## config.mk

```make
export PLATFORM = sky130hd
export DESIGN_NAME = add_nnbit_multicycle
export DESIGN_NICKNAME = d
export VERILOG_FILES = /design/src/rtl/add_nnbit_multicycle.sv
export SDC_FILE = /design/constraint.sdc
export NUM_CORES = 1
export LEC_CHECK = 0
export ABC_CLOCK_PERIOD_IN_PS = 7240
export BUFFER_PORTS_ARGS = -buffer_cell sky130_fd_sc_hd__buf_4
export CAP_MARGIN = 20
export CORE_MARGIN = 2
export CORE_UTILIZATION = 59
export CTS_CLUSTER_SIZE = 16
export DETAILED_ROUTE_END_ITERATION = 7
export PLACE_DENSITY = 0.88
export REMOVE_ABC_BUFFERS = 1
export SYNTH_ARGS = -nofsm -noshare
export SYNTH_HDL_FRONTEND = slang
export SYNTH_SLANG_ARGS = --single-unit
```

## constraint.sdc

```tcl
create_clock -name i_clk -period 7.24 [get_ports i_clk]
set_input_delay 0 -clock i_clk [delete_from_list [all_inputs] [get_ports i_clk]]
set_output_delay 0 -clock i_clk [all_outputs]
set_load 0.02 [all_outputs]
```

## src/rtl/add_nnbit_multicycle.sv

```systemverilog
// Multi-cycle add/subtract: one SLICE_WIDTH slice per clock, with a valid/ready handshake on both sides.
// Optional macro ADD_NNBIT_MULTICYCLE_OVF_EN adds the o_ovf signed-overflow output.
module add_nnbit_multicycle #(
  parameter int DATA_WIDTH  = 32,
  parameter int SLICE_WIDTH = 8
) (
  input  logic                  i_clk,
  input  logic                  i_rst_n,
  input  logic                  i_valid,
  output logic                  o_ready,
  input  logic [DATA_WIDTH-1:0] i_num_a,
  input  logic [DATA_WIDTH-1:0] i_num_b,
  input  logic                  i_cry,
  input  logic                  i_sub,
  output logic                  o_valid,
  input  logic                  i_ready,
  output logic [DATA_WIDTH-1:0] o_res,
  output logic                  o_cry
`ifdef ADD_NNBIT_MULTICYCLE_OVF_EN
  ,
  output logic                  o_ovf
`endif
);

  localparam int NUM_SLICES = DATA_WIDTH / SLICE_WIDTH;
  localparam int CNT_W      = (NUM_SLICES > 1) ? $clog2(NUM_SLICES) : 1;
  localparam logic [CNT_W-1:0] LAST_K = CNT_W'(NUM_SLICES - 1);

  typedef enum logic [1:0] {IDLE, CALC, DONE} state_e;

  state_e                  state_q;
  logic [CNT_W-1:0]        k_q;
  logic [DATA_WIDTH-1:0]   a_q, b_q, res_q;
  logic                    c_q, cry_q, valid_q, ready_q;
  logic [SLICE_WIDTH-1:0]  sa, sb;
  logic [SLICE_WIDTH:0]    sum;

  // Slice adder shared by every CALC cycle; c_q carries between slices.
  always_comb begin
    sa  = a_q[k_q*SLICE_WIDTH +: SLICE_WIDTH];
    sb  = b_q[k_q*SLICE_WIDTH +: SLICE_WIDTH];
    sum = {1'b0, sa} + {1'b0, sb} + {{SLICE_WIDTH{1'b0}}, c_q};
  end

`ifdef ADD_NNBIT_MULTICYCLE_OVF_EN
  logic ovf_q;
  logic ovf_d;
  // Carry into the MSB is recovered from the MSB sum bit, then XORed with carry-out.
  assign ovf_d = sa[SLICE_WIDTH-1] ^ sb[SLICE_WIDTH-1] ^ sum[SLICE_WIDTH-1] ^ sum[SLICE_WIDTH];
  assign o_ovf = ovf_q;
`endif

  always_ff @(posedge i_clk or negedge i_rst_n) begin
    if (!i_rst_n) begin
      state_q <= IDLE;
      k_q     <= '0;
      a_q     <= '0;
      b_q     <= '0;
      c_q     <= 1'b0;
      res_q   <= '0;
      cry_q   <= 1'b0;
      valid_q <= 1'b0;
      ready_q <= 1'b1;
`ifdef ADD_NNBIT_MULTICYCLE_OVF_EN
      ovf_q   <= 1'b0;
`endif
    end else begin
      case (state_q)
        IDLE: begin
          if (i_valid && ready_q) begin
            a_q     <= i_num_a;
            b_q     <= i_sub ? ~i_num_b : i_num_b;
            c_q     <= i_sub ? ~i_cry : i_cry;
            k_q     <= '0;
            ready_q <= 1'b0;
            state_q <= CALC;
          end
        end
        CALC: begin
          res_q[k_q*SLICE_WIDTH +: SLICE_WIDTH] <= sum[SLICE_WIDTH-1:0];
          c_q <= sum[SLICE_WIDTH];
          k_q <= k_q + 1'b1;
          if (k_q == LAST_K) begin
            cry_q   <= sum[SLICE_WIDTH];
            valid_q <= 1'b1;
            state_q <= DONE;
`ifdef ADD_NNBIT_MULTICYCLE_OVF_EN
            ovf_q   <= ovf_d;
`endif
          end
        end
        DONE: begin
          // Return to IDLE only; the next transfer is one edge later.
          if (i_ready) begin
            valid_q <= 1'b0;
            ready_q <= 1'b1;
            state_q <= IDLE;
          end
        end
        default: state_q <= IDLE;
      endcase
    end
  end

  assign o_ready = ready_q;
  assign o_valid = valid_q;
  assign o_res   = res_q;
  assign o_cry   = cry_q;

endmodule

```

==> results of run 1 <==
## metal layers
metal | part of all wire | wire length (um)
met3 | 0.046 | 572
met5 | 0 | 0
met2 | 0.54 | 6702
met1 | 0.40 | 4961
met4 | 0.021 | 265
## cells in the final DEF, fill, tap and decap left out, types with 2 or more instances in the layout
cell type and count:
xor2_1 2, nor2_1 3, inv_1 6, nor4b_4 3, nand3_1 3, dfrtp_1 103, ha_1 13, clkinv_2 2
o21ai_0 37, a22o_1 32, a21oi_1 7, nand2_4 3, clkbuf_8 10, o31ai_1 2, inv_6 2, dlygate4sd3_1 67
fa_1 2, a21o_1 3, xnor2_1 36, buf_4 108, mux4_2 16, o211ai_1 4, nand2_1 135
## critical path, delay by kind of cell, from the launching register on
family | cells | cell delay (ns)
DFF | 1 | 0.91
adders and majority gates | 2 | 0.90
xor gates and xnor gates | 1 | 0.17
AOI/OAI and AO/OA | 3 | 0.71
muxes | 1 | 0.43
## timing repair
action,in CTS,in global routing
hold buffers,67,0
hold endpoints to repair,120,0
endpoints found under the setup margin,0,0
## flip-flops by register name, summed over array words and instances, names as in the netlist
register,flops
a_q,32
o_valid,1
o_res,32
state_q,2
c_q,1
k_q,2
o_ready,1
o_cry,1
b_q,32
## per-stage QoR
step / power (W) / instance area [um2] / worst slack (ns) / hold WS, ns
after CTS: 0.001049 / 6673 / 3.999 / 0.02099
after global placement: 0.0006545 / 5798 / 4.097 / 0.05574
final: 0.001046 / 6673 / 4.008 / 0.03189
after floorplan: 0.0006078 / 4850 / 3.752 / -0.2956
after global routing: 0.001079 / 6673 / 3.789 / 0.05043
after detailed placement: 0.0006557 / 5798 / 4.042 / 0.07296
## power by group through the flow
stage / sequential [W] / clock [W] / combinational [W]
2_1_floorplan: 0.000592 / 0 / 0.0000157
3_3_place_gp: 0.000592 / 0 / 0.0000626
3_5_place_dp: 0.000592 / 0 / 0.0000638
4_1_cts: 0.000580 / 0.000376 / 0.0000926
5_1_grt: 0.000581 / 0.000396 / 0.000103
6_report: 0.000580 / 0.000370 / 0.0000952
## logic make-up after synthesis
kind of cell             Yosys count  synth area share
AND/OR/NAND/NOR                  154            0.1453
flip-flops                       104            0.5258
AO/OA/AOI/OAI                     89            0.1220
XOR/XNOR                          38           0.06721
buffers and inverters             28           0.02602
multiplexers                      16           0.07276
adder cells (fa/ha/maj)           15           0.04093
## layout make-up
type                    count  area share
clock buffers              10     0.02063
inverters                   7    0.003938
clock inverters             6    0.009938
repair buffers            175      0.2220
multi-input cells         312      0.3336
well taps                 105     0.01969
flip-flops and latches    104      0.3902
## final timing paths
path | startpoint | to | slack, ns | cells after the start
hold reg to reg | a_q[14]$_DFFE_PN0P_ | a_q[14]$_DFFE_PN0P_ | 0.48 | 2
max in group asynchronous | i_rst_n | b_q[29]$_DFFE_PN0P_ | 5.96 | 3
min in group asynchronous | i_rst_n | o_res[2]$_DFFE_PN0P_ | 0.19 | 2
hold / removal | i_valid | o_ready$_DFFE_PN1P_ | 0.03 | 4
setup / recovery | k_q[1]$_DFFE_PN0P_ | o_res[30]$_DFFE_PN0P_ | 4.01 | 7
setup reg to reg | k_q[1]$_DFFE_PN0P_ | o_res[30]$_DFFE_PN0P_ | 4.01 | 7
==> qor.yml, run 1 <==
status: "finished clean"
clk_pin_slew_ns: 0.10
grtUsageMet3: 0.04190
areaGrowthSynthToFinish_pct: 34.74
worst_path_most_repeated_cell: "fa_1"
crit_path_max_fanout: 20
core_mm2: 0.008175
cts_buffer_depth: 2
maxSlewViolCount: 0
relSlewSlack: 0.4128
clk_latency_ns: 0.37
synth_edf_count: 0
synth-main-ff-cell: "dfrtp_1"
use_met2: 0.5286
synth_cell_type_count: 34
skew_ns: 0.01412
final_hold_viol_count: 0
first_pass_iters: 4
hold_class: "in -> reg"
netlist_top_cells_count: "nand2_1, dfrtp_1, o21ai_0"
first_iter_violations: 176
via_per_inst: 5.572
drive_gt1_frac: 0.2492
power_frac_seq: 0.555
cts_setup_buffers: 0
rsz0062_at_grt: "no"
grt_pass1_wl_um: 20300
setup_tns_ns: 0
p_comb_frac: 0.091
p_int_w: 0.0008108
n_antenna_cell: 0
ios: 105
switching_power_w: 0.0002348
multi_input_comb_area_mm2: 0.002226
ys_ff_latch: 104
synth_top_cell_by_area: "dfrtp_1"
synth_most_common_cell: "nand2_1"
start_util: 0.6058
slowest_stage: "dfrtp_1"
fillers: 450
worstPathRequired_ns: 7.50
leakage_nw: 3.366
cellPowerDensity_mw_per_mm2: 156.7
nets: 694
drc: 0
die_area_mm2: 0.009142
grt.total_usage: 0.2980
crit_chain: "mux4_2 -> fa_1 -> fa_1 -> a21o_1 -> a221oi_2 -> xnor2_1 -> a22o_1"
vias: 4006
die_h_um: 95.62
syn-cell-area_mm2: 0.004952
fmax_mhz: 309.4
place_inst: 636
crit_arrival_ns: 3.49
cap_violations: 0
clk_root_buffer_cell: "clkbuf_8"
seq_area_mm2: 0.002604
busiest_layer: "met2"
rows: 33
worst_pin_slew_ns: 0.8808
avgRoutedWirePerCell_um: 17.39
critical_path.startpoint_type: "flop"
cts_inserted_buffers: 9
ant_nets: 0
die_w_um: 95.62
grt_pass1_vias: 4136
grt_max_degree: 101
cp-end-kind: "flop"
place.gp.congestion: 0.8174
period_minus_slack_ns: 3.232
h-tree-depth: 3
drt_wl_total_um: 12500
grt-ovfl-total: 0
finalNonFillerCells: 719
yosysTopAreaCellShare: 0.5205
antenna_found_initial: 0
utilization: 0.8162
cts.sink_count: 104
crit_type: "reg -> reg"
use_met1: 0.3682
ys_seq_area_frac: 0.5258
peakVddDrop_v: 0.0001076
yosysWarnings: 0
synthesis.instances: 444
cts_tree: "done"
dp_hpwl_um: 7601
clockPowerShare: 0.354
async_reset_ff_frac: 1.000
cts_resized: 0
io_buffers: 104
avgSynthCellArea_um2: 11.15
max_stage_delay_ns: 0.91
finalCritPeriodShare: 0.4464
setup_viol: 0
synthTopCellsByArea: "dfrtp_1, nand2_1, mux4_2, xnor2_1, a22o_1"
p_sw_frac: 0.2245
No activity file was read; power rests on OpenSTA's default activity.
==> inputs of run 2 (changes only) <==
--- a/config.mk
+++ b/config.mk
@@ -5,14 +5,14 @@
 export SDC_FILE = /design/constraint.sdc
 export NUM_CORES = 1
 export LEC_CHECK = 0
-export ABC_CLOCK_PERIOD_IN_PS = 7240
+export ABC_CLOCK_PERIOD_IN_PS = 2650
 export BUFFER_PORTS_ARGS = -buffer_cell sky130_fd_sc_hd__buf_4
 export CAP_MARGIN = 20
 export CORE_MARGIN = 2
-export CORE_UTILIZATION = 59
+export CORE_UTILIZATION = 49
 export CTS_CLUSTER_SIZE = 16
 export DETAILED_ROUTE_END_ITERATION = 7
-export PLACE_DENSITY = 0.88
+export PLACE_DENSITY = 0.79
 export REMOVE_ABC_BUFFERS = 1
 export SYNTH_ARGS = -nofsm -noshare
 export SYNTH_HDL_FRONTEND = slang
==> constraint.sdc (replaced) <==
create_clock -name i_clk -period 2.65 [get_ports i_clk]
set_input_delay 0 -clock i_clk [delete_from_list [all_inputs] [get_ports i_clk]]
set_output_delay 0 -clock i_clk [all_outputs]
set_load 0.02 [all_outputs]
==> run 2 against run 1 <==
Net effect: the run now ends with negative setup slack left; critical path depth unchanged; total power rose to 2.7 times the previous value; worst hold slack better by 0.19 ns; global-route usage down 6.4 points; sequential share of layout area down 1.3 points; clock skew down 0.0028 ns; non-clock buffer count up 14; final cell count up 5.8%; maximum frequency up 20%; combinational power rose to 2.7 times the previous value; largest cell class unchanged; cell area up 3.5%; critical endpoint is now o_res[6]$_DFFE_PN0P_.
==> qor.yml, run 2 (synthesis results as in run 1) <==
first_pass_iters: 5  # was 4
clk_latency_ns: 0.37  # about the same
use_met1: 0.3183  # was 0.3682
status: "finished with violations"  # was finished clean
drive_gt1_frac: 0.2803  # was 0.2492
skew_ns: 0.01135  # was 0.01412 ns
n_antenna_cell: 0  # unchanged
finalCritPeriodShare: 1.015  # was 0.4464
final_common_cell: "nand2_1"  # unchanged
peakVddDrop_v: 0.0002319  # was 0.0001076 V
die_w_um: 104.5  # was 95.62 um
crit_chain: "mux4_2 -> fa_2 -> fa_2 -> a21o_1 -> a221oi_4 -> xnor2_2 -> a22o_1"  # was mux4_2 -> fa_1 -> fa_1 -> a21o_1 -> a221oi_2 -> xnor2_1 -> a22o_1
setup_tns_ns: -0.1643  # was 0 ns
crit_type: "reg -> reg"  # unchanged
io_buffers: 104  # unchanged
maxSlewViolCount: 0  # unchanged
slowest_stage: "mux4_2"  # was dfrtp_1
r2r_setup_slack_ns: -0.04  # was 4.01 ns
fmax_mhz: 371.7  # was 309.4 MHz
dp_hpwl_um: 7933  # was 7601 um
min_to: "b_q[31]$_DFFE_PN0P_"  # was o_ready$_DFFE_PN1P_
power_frac_seq: 0.557  # was 0.555
period_minus_slack_ns: 2.691  # was 3.232 ns
worst_hold_slack_ns: 0.2222  # was 0.03189 ns
rows: 36  # was 33
dpl_cell_area_mm2: 0.005913  # was 0.005798 mm2
clk_pin_slew_ns: 0.11  # was 0.10 ns
grt_max_degree: 101  # unchanged
cts_tree: "done"  # unchanged
ant_nets: 0  # unchanged
worst_path_most_repeated_cell: "fa_2"  # was fa_1
nets: 708  # was 694
p_sw_frac: 0.2286  # was 0.2245
critical_path.startpoint_type: "flop"  # unchanged
worstPathRequired_ns: 2.90  # was 7.50 ns
ios: 105  # unchanged
crit_family: "adder cells"  # was flip-flops
use_met2: 0.3908  # was 0.5286
cellPowerDensity_mw_per_mm2: 411.8  # was 156.7 mW/mm2
h-tree-depth: 3  # unchanged
drt_wl_total_um: 12090  # was 12500 um
cap_violations: 0  # unchanged
min_from: "i_sub"  # was i_valid
worst_pin_slew_ns: 0.9317  # was 0.8808 ns
leakage_nw: 3.430  # was 3.366 nW
place.gp.congestion: 0.8267  # was 0.8174
p_comb_frac: 0.092  # was 0.091
crit_arrival_ns: 2.94  # was 3.49 ns
worstRegToRegCells: 7  # unchanged
cts_inserted_buffers: 9  # unchanged
fillers: 683  # was 450
relSlewSlack: 0.3789  # was 0.4128
max_stage_delay_ns: 0.53  # was 0.91 ns
cts_buffer_depth: 2  # unchanged
grtUsageMet3: 0.03244  # was 0.04190
die_h_um: 104.5  # was 95.62 um
die_area_mm2: 0.01093  # was 0.009142 mm2
busiest_layer: "met2"  # unchanged
violations: "negative setup slack"
min_path_cells: 3  # was 4
grt-ovfl-total: 0  # unchanged
drc: 0  # unchanged
cts.sink_count: 104  # unchanged
grt.total_usage: 0.2339  # was 0.2980
p_int_w: 0.002194  # was 0.0008108 W
cp_num_buf_inv: 0  # unchanged
areaGrowthSynthToFinish_pct: 39.49  # was 34.74%
cp-end-kind: "flop"  # unchanged
clk_root_buffer_cell: "clkbuf_8"  # unchanged
crit_path_max_fanout: 5  # was 20
hold_class: "in -> reg"  # unchanged
rsz0062_at_grt: "yes"  # was no
vias: 3927  # was 4006
rr_startpoint: "k_q[0]$_DFFE_PN0P_"  # was k_q[1]$_DFFE_PN0P_
multi_input_comb_area_mm2: 0.002291  # was 0.002226 mm2
grt_pass1_wl_um: 20350  # was 20300 um
mostFrequentLayoutCells: "nand2_1, buf_4, dfrtp_1, dlygate4sd3_1"  # was nand2_1, buf_4, dfrtp_1, dlygate4sd3_1, o21ai_0
r2r-end: "o_res[6]$_DFFE_PN0P_"  # was o_res[30]$_DFFE_PN0P_
final_hold_viol_count: 0  # unchanged
design_area_mm2: 0.006908  # was 0.006673 mm2
setup_slack_ns: -0.04066  # was 4.008 ns
antenna_found_initial: 0  # unchanged
avgRoutedWirePerCell_um: 15.88  # was 17.39 um
setup_viol: 7  # was 0
grt_pass1_vias: 4098  # was 4136
seq_area_mm2: 0.002605  # was 0.002604 mm2
core_mm2: 0.009774  # was 0.008175 mm2
via_per_inst: 5.160  # was 5.572
clockPowerShare: 0.351  # was 0.354
first_iter_violations: 193  # was 176
start_util: 0.5067  # was 0.6058
switching_power_w: 0.0006503  # was 0.0002348 W
dpl_worst_slack_ns: -0.2342  # was 4.042 ns
[run 2: cell count changes in the layout (fill, tap and decap cells not counted), sizes merged]
cell         previous run  this run
buf                   108       121
clkinvlp                0         3
dlygate4sd3            67        68
clkbuf                 10         9
clkinv                  3         1
[run 2: layer usage]
| layer | up-vias | wire length [um] |
|---|---|---|
| li1 | 1879 | - |
| met1 | 1924 | 5319 |
| met2 | 112 | 6097 |
| met3 | 12 | 540 |
| met4 | 0 | 130 |
| met5 | - | 0 |
[run 2: power groups by stage]
stage | sequential (W) | combinational [W] | clock, W
6_report | 0.00159 | 0.000261 | 0.000998
5_1_grt | 0.00159 | 0.000285 | 0.00108
4_1_cts | 0.00159 | 0.000259 | 0.00101
3_5_place_dp | 0.00162 | 0.000180 | 0
3_3_place_gp | 0.00162 | 0.000176 | 0
2_1_floorplan | 0.00162 | 0.0000430 | 0
[run 2: cell type report]
type / count / area share
Multi-Input combinational cell: 312 / 0.3316
Inverter: 7 / 0.003804
Sequential cell: 104 / 0.3771
Clock inverter: 7 / 0.01141
Clock buffer: 9 / 0.01793
Tap cell: 133 / 0.02409
Timing Repair Buffer: 189 / 0.2340
[run 2: tightest hold or removal path: cells and delay by family]
kind,cells,cell delay [ns]
buffers and inverters,1,0.28
xor gates and xnor gates,1,0.21
AOI/OAI and AO/OA,1,0.06
[run 2: what timing repair did]
action                                 in CTS  in global routing
setup buffers                               1                  3
hold buffers                               68                  0
setup endpoints to repair                  18                 18
endpoints found under the hold margin     140                  0
pin swaps                                   5                  8
gates resized for setup                     6                 12
[run 2: worst max-delay path by stage]
stage | startpoint | endpoint | slack, ns | depth (start not counted)
after floorplan | k_q[0]$_DFFE_PN0P_ | c_q$_DFFE_PN0P_ | -0.84 | 8
after global placement | k_q[0]$_DFFE_PN0P_ | o_res[30]$_DFFE_PN0P_ | -0.14 | 7
after detailed placement | k_q[0]$_DFFE_PN0P_ | o_res[6]$_DFFE_PN0P_ | -0.23 | 7
after CTS | k_q[0]$_DFFE_PN0P_ | o_res[6]$_DFFE_PN0P_ | -0.07 | 7
after global routing | k_q[0]$_DFFE_PN0P_ | o_res[6]$_DFFE_PN0P_ | -0.12 | 7
final | k_q[0]$_DFFE_PN0P_ | o_res[6]$_DFFE_PN0P_ | -0.04 | 7
[run 2: per-stage QoR]
stage	utilization	power, W	std cells
after detailed placement	0.6050	0.001797	673
after floorplan	-	0.001660	423
after CTS	0.6987	0.002858	758
after global routing	0.7067	0.002955	761
final	0.7067	0.002845	761
after global placement	0.6050	0.001793	673
